**config.mk**
```make
export PLATFORM = sky130hd
export DESIGN_NAME = nonce_result_tx_flat
export DESIGN_NICKNAME = d
export VERILOG_FILES = /design/src/rtl/nonce_result_tx_if.sv /design/src/rtl/nonce_result_tx.sv /design/src/flat_wrapper.sv
export SDC_FILE = /design/constraint.sdc
export NUM_CORES = 1
export LEC_CHECK = 0
export CAP_MARGIN = 20
export CORE_MARGIN = 4
export CORE_UTILIZATION = 40
export DETAILED_ROUTE_END_ITERATION = 16
export PLACE_DENSITY = 0.68
export SYNTH_ARGS = -nofsm -noshare
export SYNTH_HDL_FRONTEND = slang
export SYNTH_SLANG_ARGS = --single-unit
```
**constraint.sdc**
```tcl
create_clock -name clk -period 2 [get_ports clk]
set_input_delay 0.3 -clock clk [delete_from_list [all_inputs] [get_ports clk]]
set_output_delay 0.3 -clock clk [all_outputs]
set_load 0.005 [all_outputs]
```
**src/rtl/nonce_result_tx_if.sv**
```systemverilog
// Byte-stream link from the nonce result transmitter to the host-side interface.
// A byte moves on any rising edge where tx_valid && tx_ready; tx_data is held while valid and not ready.
interface nonce_result_tx_if;
    logic       tx_valid;
    logic [7:0] tx_data;
    logic       tx_ready;

    modport master (output tx_valid, output tx_data, input tx_ready);
    modport slave  (input tx_valid, input tx_data, output tx_ready);
endinterface

```
**src/rtl/nonce_result_tx.sv**
```systemverilog
// Frames a found nonce (SOF, job_id, nonce MSB first) and streams it byte by byte to the host.
// Optional trailing XOR checksum byte is enabled with NONCE_RESULT_TX_CHECKSUM_EN.
module nonce_result_tx #(
    parameter logic [7:0] SOF_BYTE = 8'hA5
) (
    input  logic                   clk,
    input  logic                   n_rst,
    input  logic                   send_data,
    input  logic [31:0]            nonce,
    input  logic [7:0]             job_id,
    nonce_result_tx_if.master      tx,
    output logic                   busy,
    output logic                   result_done,
    output logic [7:0]             drop_count,
    output logic [1:0]             state_dbg
);

`ifdef NONCE_RESULT_TX_CHECKSUM_EN
    localparam int unsigned FRAME_LEN = 7;
`else
    localparam int unsigned FRAME_LEN = 6;
`endif
    localparam logic [2:0] LAST_IDX = 3'(FRAME_LEN - 1);

    typedef enum logic [1:0] {
        ST_IDLE  = 2'd0,
        ST_SEND  = 2'd1,
        ST_DONE  = 2'd2,
        ST_REARM = 2'd3
    } state_t;

    state_t      state_q, state_d;
    logic [2:0]  idx_q, idx_d;
    logic [31:0] nonce_sh_q, nonce_sh_d;
    logic [7:0]  job_sh_q, job_sh_d;
    logic        send_q;
    logic [7:0]  drop_q, drop_d;
    logic        tx_valid_q, tx_valid_d;
    logic [7:0]  tx_data_q, tx_data_d;
    logic        busy_q, busy_d;
    logic        done_q, done_d;

    function automatic logic [7:0] frame_byte(input logic [2:0] idx, input logic [7:0] job,
                                              input logic [31:0] n);
        logic [7:0] b;
        b = 8'h00;
        case (idx)
            3'd0: b = SOF_BYTE;
            3'd1: b = job;
            3'd2: b = n[31:24];
            3'd3: b = n[23:16];
            3'd4: b = n[15:8];
            3'd5: b = n[7:0];
`ifdef NONCE_RESULT_TX_CHECKSUM_EN
            3'd6: b = job ^ n[31:24] ^ n[23:16] ^ n[15:8] ^ n[7:0];
`endif
            default: b = 8'h00;
        endcase
        return b;
    endfunction

    always_comb begin
        state_d    = state_q;
        idx_d      = idx_q;
        nonce_sh_d = nonce_sh_q;
        job_sh_d   = job_sh_q;
        case (state_q)
            ST_IDLE: begin
                if (send_data) begin
                    nonce_sh_d = nonce;
                    job_sh_d   = job_id;
                    idx_d      = 3'd0;
                    state_d    = ST_SEND;
                end
            end
            ST_SEND: begin
                if (tx_valid_q && tx.tx_ready) begin
                    if (idx_q == LAST_IDX) state_d = ST_DONE;
                    else                   idx_d   = idx_q + 3'd1;
                end
            end
            ST_DONE:  state_d = ST_REARM;
            ST_REARM: if (!send_data) state_d = ST_IDLE;
            default:  state_d = ST_IDLE;
        endcase

        // Outputs are registered from the next state so tx_ready never reaches tx_valid combinationally.
        tx_valid_d = (state_d == ST_SEND);
        tx_data_d  = (state_d == ST_SEND) ? frame_byte(idx_d, job_sh_d, nonce_sh_d) : 8'h00;
        busy_d     = (state_d != ST_IDLE);
        done_d     = (state_d == ST_DONE);

        // A rising send_data outside IDLE is a result we cannot take.
        drop_d = drop_q;
        if (send_data && !send_q && (state_q != ST_IDLE) && (drop_q != 8'hFF))
            drop_d = drop_q + 8'd1;
    end

    always_ff @(posedge clk or negedge n_rst) begin
        if (!n_rst) begin
            state_q    <= ST_IDLE;
            idx_q      <= 3'd0;
            nonce_sh_q <= 32'h0;
            job_sh_q   <= 8'h00;
            send_q     <= 1'b0;
            drop_q     <= 8'h00;
            tx_valid_q <= 1'b0;
            tx_data_q  <= 8'h00;
            busy_q     <= 1'b0;
            done_q     <= 1'b0;
        end else begin
            state_q    <= state_d;
            idx_q      <= idx_d;
            nonce_sh_q <= nonce_sh_d;
            job_sh_q   <= job_sh_d;
            send_q     <= send_data;
            drop_q     <= drop_d;
            tx_valid_q <= tx_valid_d;
            tx_data_q  <= tx_data_d;
            busy_q     <= busy_d;
            done_q     <= done_d;
        end
    end

    assign tx.tx_valid = tx_valid_q;
    assign tx.tx_data  = tx_data_q;
    assign busy        = busy_q;
    assign result_done = done_q;
    assign drop_count  = drop_q;
    assign state_dbg   = state_q;

endmodule

```
**src/flat_wrapper.sv**
```systemverilog
// flat-port wrapper written by rule: the top's interface ports become plain ports
module nonce_result_tx_flat 
#(
    parameter logic [7:0] SOF_BYTE = 8'hA5
)
  (clk, n_rst, send_data, nonce, job_id, busy, result_done, drop_count, state_dbg, tx_tx_valid, tx_tx_data, tx_tx_ready);
  nonce_result_tx_if tx_i ();
  input  logic clk;
  input  logic n_rst;
  input  logic send_data;
  input  logic [31:0] nonce;
  input  logic [7:0] job_id;
  output logic busy;
  output logic result_done;
  output logic [7:0] drop_count;
  output logic [1:0] state_dbg;
  output wire logic [$bits(tx_i.tx_valid)-1:0] tx_tx_valid;
  output wire logic [$bits(tx_i.tx_data)-1:0] tx_tx_data;
  input wire logic [$bits(tx_i.tx_ready)-1:0] tx_tx_ready;
  assign tx_tx_valid = tx_i.tx_valid;
  assign tx_tx_data = tx_i.tx_data;
  assign tx_i.tx_ready = tx_tx_ready;
  nonce_result_tx #(.SOF_BYTE(SOF_BYTE)) u_core (.clk(clk), .n_rst(n_rst), .send_data(send_data), .nonce(nonce), .job_id(job_id), .tx(tx_i), .busy(busy), .result_done(result_done), .drop_count(drop_count), .state_dbg(state_dbg));
endmodule
```
==> run_results.csv, run 1 <==
group,metric,value,unit
status,status,"finished, violations left",
status,violations,"setup timing",
timing,timing_hold_violations_final,0,
power,seqPwrFrac,0.315,
global_route,antenna_found_initial,0,
synthesis,synth_xor_area_frac,0.0205,
synthesis,synth_fa_ha_area_frac,0.0126,
global_route,first_global_vias,2409,
hold_path,hold_path_class,"input pin to register",
job,drv_cap,0,
global_route,grt_pass1_wl,11800,µm
timing,skew,0.00894,ns
power,power_density,1540,nW/µm²
global_route,use_met1,0.220,
finish,drive_above_1_share,0.257,
power,combPwrFrac,0.499,
synthesis,synth_mux_area_frac,0.0855,
placement,place_inst,476,
floorplan,die_h,94.4,µm
synthesis,synth_compound_area_frac,0.0821,
finish,finalNetCount,439,
finish,final_cell_count_no_fill,496,
placement,dpl.hpwl,5370,µm
drt,dr.pass1.iters,4,
global_route,grtUsageTotal,0.174,
global_route,grt_max_degree,47,
timing,fmaxAchievable,489,MHz
timing,slew_violations,0,
synthesis,synth_enable_flop_cells,0,
synthesis,synth_area_per_cell,10.6,µm²
clocking,cts_root_buffer,"clkbuf_8",
drt,wl_per_cell,14.6,µm
timing,timing.final.crit_share,1.02,
synthesis,synth_common_cells,"96 x nand2_1, 65 x dfrtp_1, 12 x mux2i_1, 11 x mux2_2, 6 x inv_1",
setup_path,path_cells,"inv_1 > ha_4 > and2_4 > nor4_4 > nor3_2 > buf_12 > or4b_1 > o221ai_1",
timing,post-route-min-period,2.05,ns
clocking,clk_pin_slew_worst_paths,0.07,ns
placement,port_buffers,64,
timing,tightestPinTransition,0.476,ns
floorplan,boundaryPins,65,
drt,viasPerCell,4.85,
synthesis,yosysTopAreaCellShare,0.545,
finish,areaGrowthSynthToFinish,48.1,%
global_route,grt-busiest-layer,"met2",
synthesis,syn_area,2990,µm²
placement,pre_cts_slack,-0.313,ns
global_route,grt.overflow.total,0,
setup_path,max_stage_delay,0.51,ns
drt,drt_wl_total,7250,µm
finish,ff_latch_area,1630,µm²
drt,drc,0,
timing,rsz0062_at_grt,"yes",
floorplan,die_width,94.4,µm
synthesis,ys_seq_area_frac,0.545,
setup_path,cp.arrival,2.30,ns
synthesis,ys_async_sr_fraction,1.00,
clocking,cts-htree-levels,3,
synthesis,yosysWarningCount,0,
synthesis,yosys_most_used_dff,"dfrtp_1",
setup_path,end_kind,"register",
synthesis,synth_nets,328,
floorplan,rows,31,
clocking,numClockSinks,65,
synthesis,netlist_top_cells_area,"dfrtp_1 54%, nand2_1 12%, mux2_2 4.1%",
drt,via_count,2406,
synthesis,synth_top_cell_by_area,"dfrtp_1",
placement,gp_congestion,0.782,
synthesis,synthCells,281,
floorplan,initial_utilization,0.412,
finish,n_fill_cell,621,
timing,worst_slack,-0.0469,ns
floorplan,coreArea,7250,µm²
clocking,tritoncts,"yes",
clocking,clk_path_buf_depth,2,
synthesis,synth_top_family_by_area,"simple AND/OR/NAND/NOR gates",
global_route,grt_util_met2,0.292,
power,switchingPower,0.00232,W
drt,ant_nets,0,
power,cellLeakagePower,2.08,nW
clocking,cts_buffers,9,
clocking,clk_latency,0.33,ns
global_route,grtUsageMet3,0.0351,
power,swShare,0.340,
drt,drt_iter0_drc,98,
synthesis,ys_ff_latch,65,
synthesis,synth_cell_types,47,
synthesis,yosysMostFrequentCell,"nand2_1",
power,p_int,0.00449,W
setup_path,crit_slowest_cell,"or4b_1",
synthesis,yosys.area_share.simple,0.219,
timing,finalSetupViolations,5,
power,p_clk_frac,0.185,
power,irDropWorstVdd,0.000641,V
floorplan,dieArea,8910,µm²
setup_path,startpoint_type,"register",
finish,diodes,0,
setup_path,cp_max_fo,15,
setup_path,worstSetupPathType,"register to register",
setup_path,cp.required,2.25,ns
finish,multiInputGateArea,1350,µm²
timing,relSlewSlack,0.683,
## per-layer routing
metal  share of wire  wire [µm]
met5               0          0
met4           0.015        110
met3           0.032        232
met2            0.50       3650
met1            0.45       3250
## final timing paths
| check | startpoint | to | slack (ns) | cells after the start |
|---|---|---|---|---|
| min in group asynchronous | n_rst | u_core.drop_count[0] | 0.44 | 2 |
| max in group asynchronous | n_rst | u_core.state_dbg[0] | 0.93 | 3 |
| min | send_data | u_core.send_q | 0.30 | 2 |
| min reg2reg | u_core.nonce_sh_q[4] | u_core.nonce_sh_q[4] | 0.47 | 2 |
| max reg2reg | u_core.idx_q[1] | u_core.tx.tx_data[4] | -0.05 | 8 |
| max | u_core.idx_q[1] | u_core.tx.tx_data[4] | -0.05 | 8 |
## sequential cells by signal, indices dropped and copies added (netlist names)
name	count
u_core.nonce_sh_q	32
u_core.state_dbg	2
u_core.tx.tx_data	8
u_core.tx.tx_valid	1
u_core.drop_count	8
u_core.busy	1
u_core.result_done	1
u_core.send_q	1
u_core.idx_q	3
u_core.job_sh_q	8
## metrics by stage
stage / util / setup TNS, ns / cell area (µm²) / hold WS (ns) / total power, W
after floorplan: - / 0 / 2990 / 0.00441 / 0.00383
after global placement: 0.561 / -1.72 / 4070 / 0.275 / 0.00522
after detailed placement: 0.561 / -2.31 / 4070 / 0.283 / 0.00529
after CTS: 0.594 / 0 / 4310 / 0.454 / 0.00659
after global routing: 0.610 / -0.477 / 4420 / 0.305 / 0.00728
final: 0.610 / -0.160 / 4420 / 0.303 / 0.00681
## placed cells by master (no fill, tap or decap), drive strengths merged, types with 2 or more instances in the layout
| cell | count |
|---|---|
| or3 | 2 |
| bufinv | 2 |
| mux2i | 12 |
| clkinv | 2 |
| o32ai | 3 |
| nor4 | 5 |
| and3 | 3 |
| o21ai | 3 |
| nor3 | 4 |
| and2 | 5 |
| or4b | 4 |
| a211oi | 2 |
| xor2 | 2 |
| xnor2 | 5 |
| nand2 | 97 |
| buf | 47 |
| ha | 3 |
| a31oi | 5 |
| a21oi | 2 |
| o21a | 3 |
| mux2 | 12 |
| clkbuf | 11 |
| dfrtp | 65 |
| nor3b | 2 |
| inv | 6 |
| o221ai | 4 |
| clkdlybuf4s50 | 62 |
| nand3 | 6 |
| nand3b | 2 |
| a21o | 4 |
## critical path: cells and delay by family (launching register included)
family	cells	cell delay [ns]
simple gates	4	1.12
flops	1	0.36
compound gates	1	0.08
buf+inv	2	0.24
fa+ha+maj	1	0.16
## power by group through the flow
stage	combinational, W	sequential (W)	clock, W
final	0.00340	0.00215	0.00126
after global routing	0.00373	0.00220	0.00135
after CTS	0.00315	0.00215	0.00129
after detailed placement	0.00313	0.00217	0
after global placement	0.00307	0.00215	0
after floorplan	0.00172	0.00212	0
## layout make-up
cell class | instances | area share
well taps | 99 | 0.0280
repair buffers | 111 | 0.242
multi-input cells | 199 | 0.304
clock buffers | 11 | 0.0342
clock inverters | 5 | 0.0175
flip-flops and latches | 65 | 0.368
inverters | 6 | 0.00509
## kinds of logic after synthesis
group,Yosys count
xor+xnor,7
compound gates,30
buf+inv,17
flops,65
simple gates,135
mux,24
fa+ha+maj,3
## what timing repair did
item                                   4_1_cts  5_1_grt
endpoints found under the hold margin       19        0
resized for setup                            1       21
hold buffers                                 1        0
buffers inserted                             0        3
pin swaps                                    0        5
setup endpoints to repair                    1        8
Note: power is estimated with default switching activity, not from simulation.
==> run 2, diff against run 1 <==
- CORE_MARGIN: 4 -> 3
==> run_results.csv, run 2 (synthesis gave the netlist of run 1 again) <==
group,metric,value,unit
timing,fmaxAchievable,500,MHz
drt,wl_per_cell,14.3,µm
clocking,cts_root_buffer,"clkbuf_8",
power,cellLeakagePower,2.02,nW
setup_path,rr_worst_depth,7,
finish,final_util,0.620,
placement,gp_congestion,0.865,
clocking,cts-htree-levels,3,
drt,drt_wl_total,7020,µm
clocking,clk_path_buf_depth,2,
timing,timing.final.crit_share,0.999,
floorplan,dieArea,8540,µm²
floorplan,rows,30,
finish,finalNetCount,435,
job,drv_cap,0,
status,status,"completed",
placement,dpl.hpwl,5050,µm
placement,port_buffers,64,
finish,top_register,"u_core.nonce_sh_q",
power,p_int,0.00438,W
setup_path,cp.arrival,2.26,ns
hold_path,hold_path_class,"input pin to asynchronous set/reset pin",
floorplan,boundaryPins,65,
finish,largest_register_ffs,32,
timing,finalSetupViolations,0,
setup_path,cp.required,2.26,ns
drt,drc,0,
setup_path,cp_max_fo,15,
global_route,antenna_found_initial,0,
finish,diodes,0,
power,combPwrFrac,0.493,
power,p_clk_frac,0.188,
floorplan,coreArea,7020,µm²
global_route,first_global_vias,2433,
finish,final_common_cell,"nand2_1",
floorplan,initial_utilization,0.425,
timing,rsz0062_at_grt,"yes",
timing,worst_slack,0.00144,ns
timing,tightestPinTransition,0.500,ns
clocking,clk_latency,0.34,ns
global_route,grtUsageTotal,0.172,
finish,mostFrequentLayoutCells,"96 x nand2_1, 63 x clkdlybuf4s50_1, 63 x dfrtp_1",
power,power_density,1540,nW/µm²
drt,viasPerCell,4.80,
timing,timing_hold_violations_final,0,
setup_path,reg2reg_to,"u_core.tx.tx_data[3]",
setup_path,end_kind,"register",
finish,drive_above_1_share,0.242,
floorplan,die_width,92.4,µm
timing,slew_violations,0,
global_route,grt_max_degree,31,
clocking,numClockSinks,65,
timing,skew,0.00640,ns
drt,ant_nets,0,
floorplan,die_h,92.4,µm
finish,areaGrowthSynthToFinish,45.8,%
global_route,grt.overflow.total,0,
setup_path,r2r_slack,0.001,ns
timing,post-route-min-period,2.00,ns
finish,n_fill_cell,592,
clocking,clk_pin_slew_worst_paths,0.07,ns
clocking,cts_buffers,9,
timing,relSlewSlack,0.666,
drt,drt_iter0_drc,89,
drt,dr.pass1.iters,4,
power,irDropWorstVdd,0.000641,V
power,swShare,0.345,
power,switchingPower,0.00231,W
setup_path,worstSetupPathType,"register to register",
setup_path,startpoint_type,"register",
global_route,grt_pass1_wl,11700,µm
power,seqPwrFrac,0.319,
power,power,0.00669,W
placement,pre_cts_slack,-0.302,ns
drt,via_count,2348,
clocking,tritoncts,"yes",
setup_path,rr_startpoint,"u_core.idx_q[0]",
## run 2: cell types whose count changed in the layout (fill, tap and decap cells not counted), sizes merged
cell | previous run | this run
dlymetal6s2s | 1 | 0
clkbuf | 11 | 10
clkinv | 2 | 1
clkdlybuf4s50 | 62 | 63
buf | 47 | 43
clkinvlp | 1 | 3
## run 2: area by class of cell
type                    count  area [µm²]  area share
repair buffers            107        1010       0.232
multi-input cells         199        1340       0.308
clock inverters             6        91.3      0.0210
inverters                   6        22.5     0.00517
flip-flops and latches     65        1630       0.374
clock buffers              10         138      0.0316
well taps                  96         120      0.0276
## run 2: per-layer routing
layer | share of wire | up-vias | global-route usage
li1 | - | 1175 | -
met1 | 0.47 | 1121 | 0.240
met2 | 0.48 | 42 | 0.262
met3 | 0.034 | 10 | 0.0325
met4 | 0.019 | 0 | 0.0767
met5 | 0 | - | 0
## run 2: how the worst max path moves through the flow
stage,startpoint,end,slack [ns],depth (start not counted)
after CTS,u_core.idx_q[0],u_core.tx.tx_data[6],0.003,7
after floorplan,u_core.idx_q[0],u_core.tx.tx_data[4],0.01,7
after global routing,u_core.idx_q[0],u_core.tx.tx_data[3],-0.07,7
final,u_core.idx_q[0],u_core.tx.tx_data[3],0.001,7
after detailed placement,send_data,u_core.tx.tx_data[6],-0.30,8
after global placement,send_data,u_core.tx.tx_data[6],-0.27,8
## run 2: timing repair
action / 4_1_cts / 5_1_grt
hold buffers: 1 / 0
resized for setup: 1 / 17
hold endpoints to repair: 19 / 0
setup endpoints to repair: 7 / 8
setup buffers: 0 / 7
pin swaps: 0 / 5
## run 2: power by group through the flow
stage	clock network, W	registers (W)	logic, W
floorplan	0	0.00212	0.00172
global placement	0	0.00214	0.00289
detailed placement	0	0.00215	0.00294
CTS	0.00128	0.00213	0.00296
global route	0.00133	0.00219	0.00362
finish	0.00126	0.00213	0.00330
## run 2: worst max-delay path, stage by stage, from the launching register on
cell      delay (ns)
dfrtp_2         0.44
ha_4            0.18
and2_4          0.17
nor4_4          0.28
nor3_2          0.10
buf_12          0.16
or4b_4          0.52
o221ai_2        0.07
## run 2: per-stage QoR
stage | std cells | instance area, µm² | TNS (ns) | hold slack (ns)
detailed placement | 465 | 3980 | -2.18 | 0.296
CTS | 482 | 4220 | 0 | 0.459
global route | 489 | 4350 | -0.213 | 0.498
floorplan | 281 | 2990 | 0 | 0.00441
global placement | 465 | 3980 | -1.94 | 0.300
finish | 489 | 4350 | 0 | 0.452
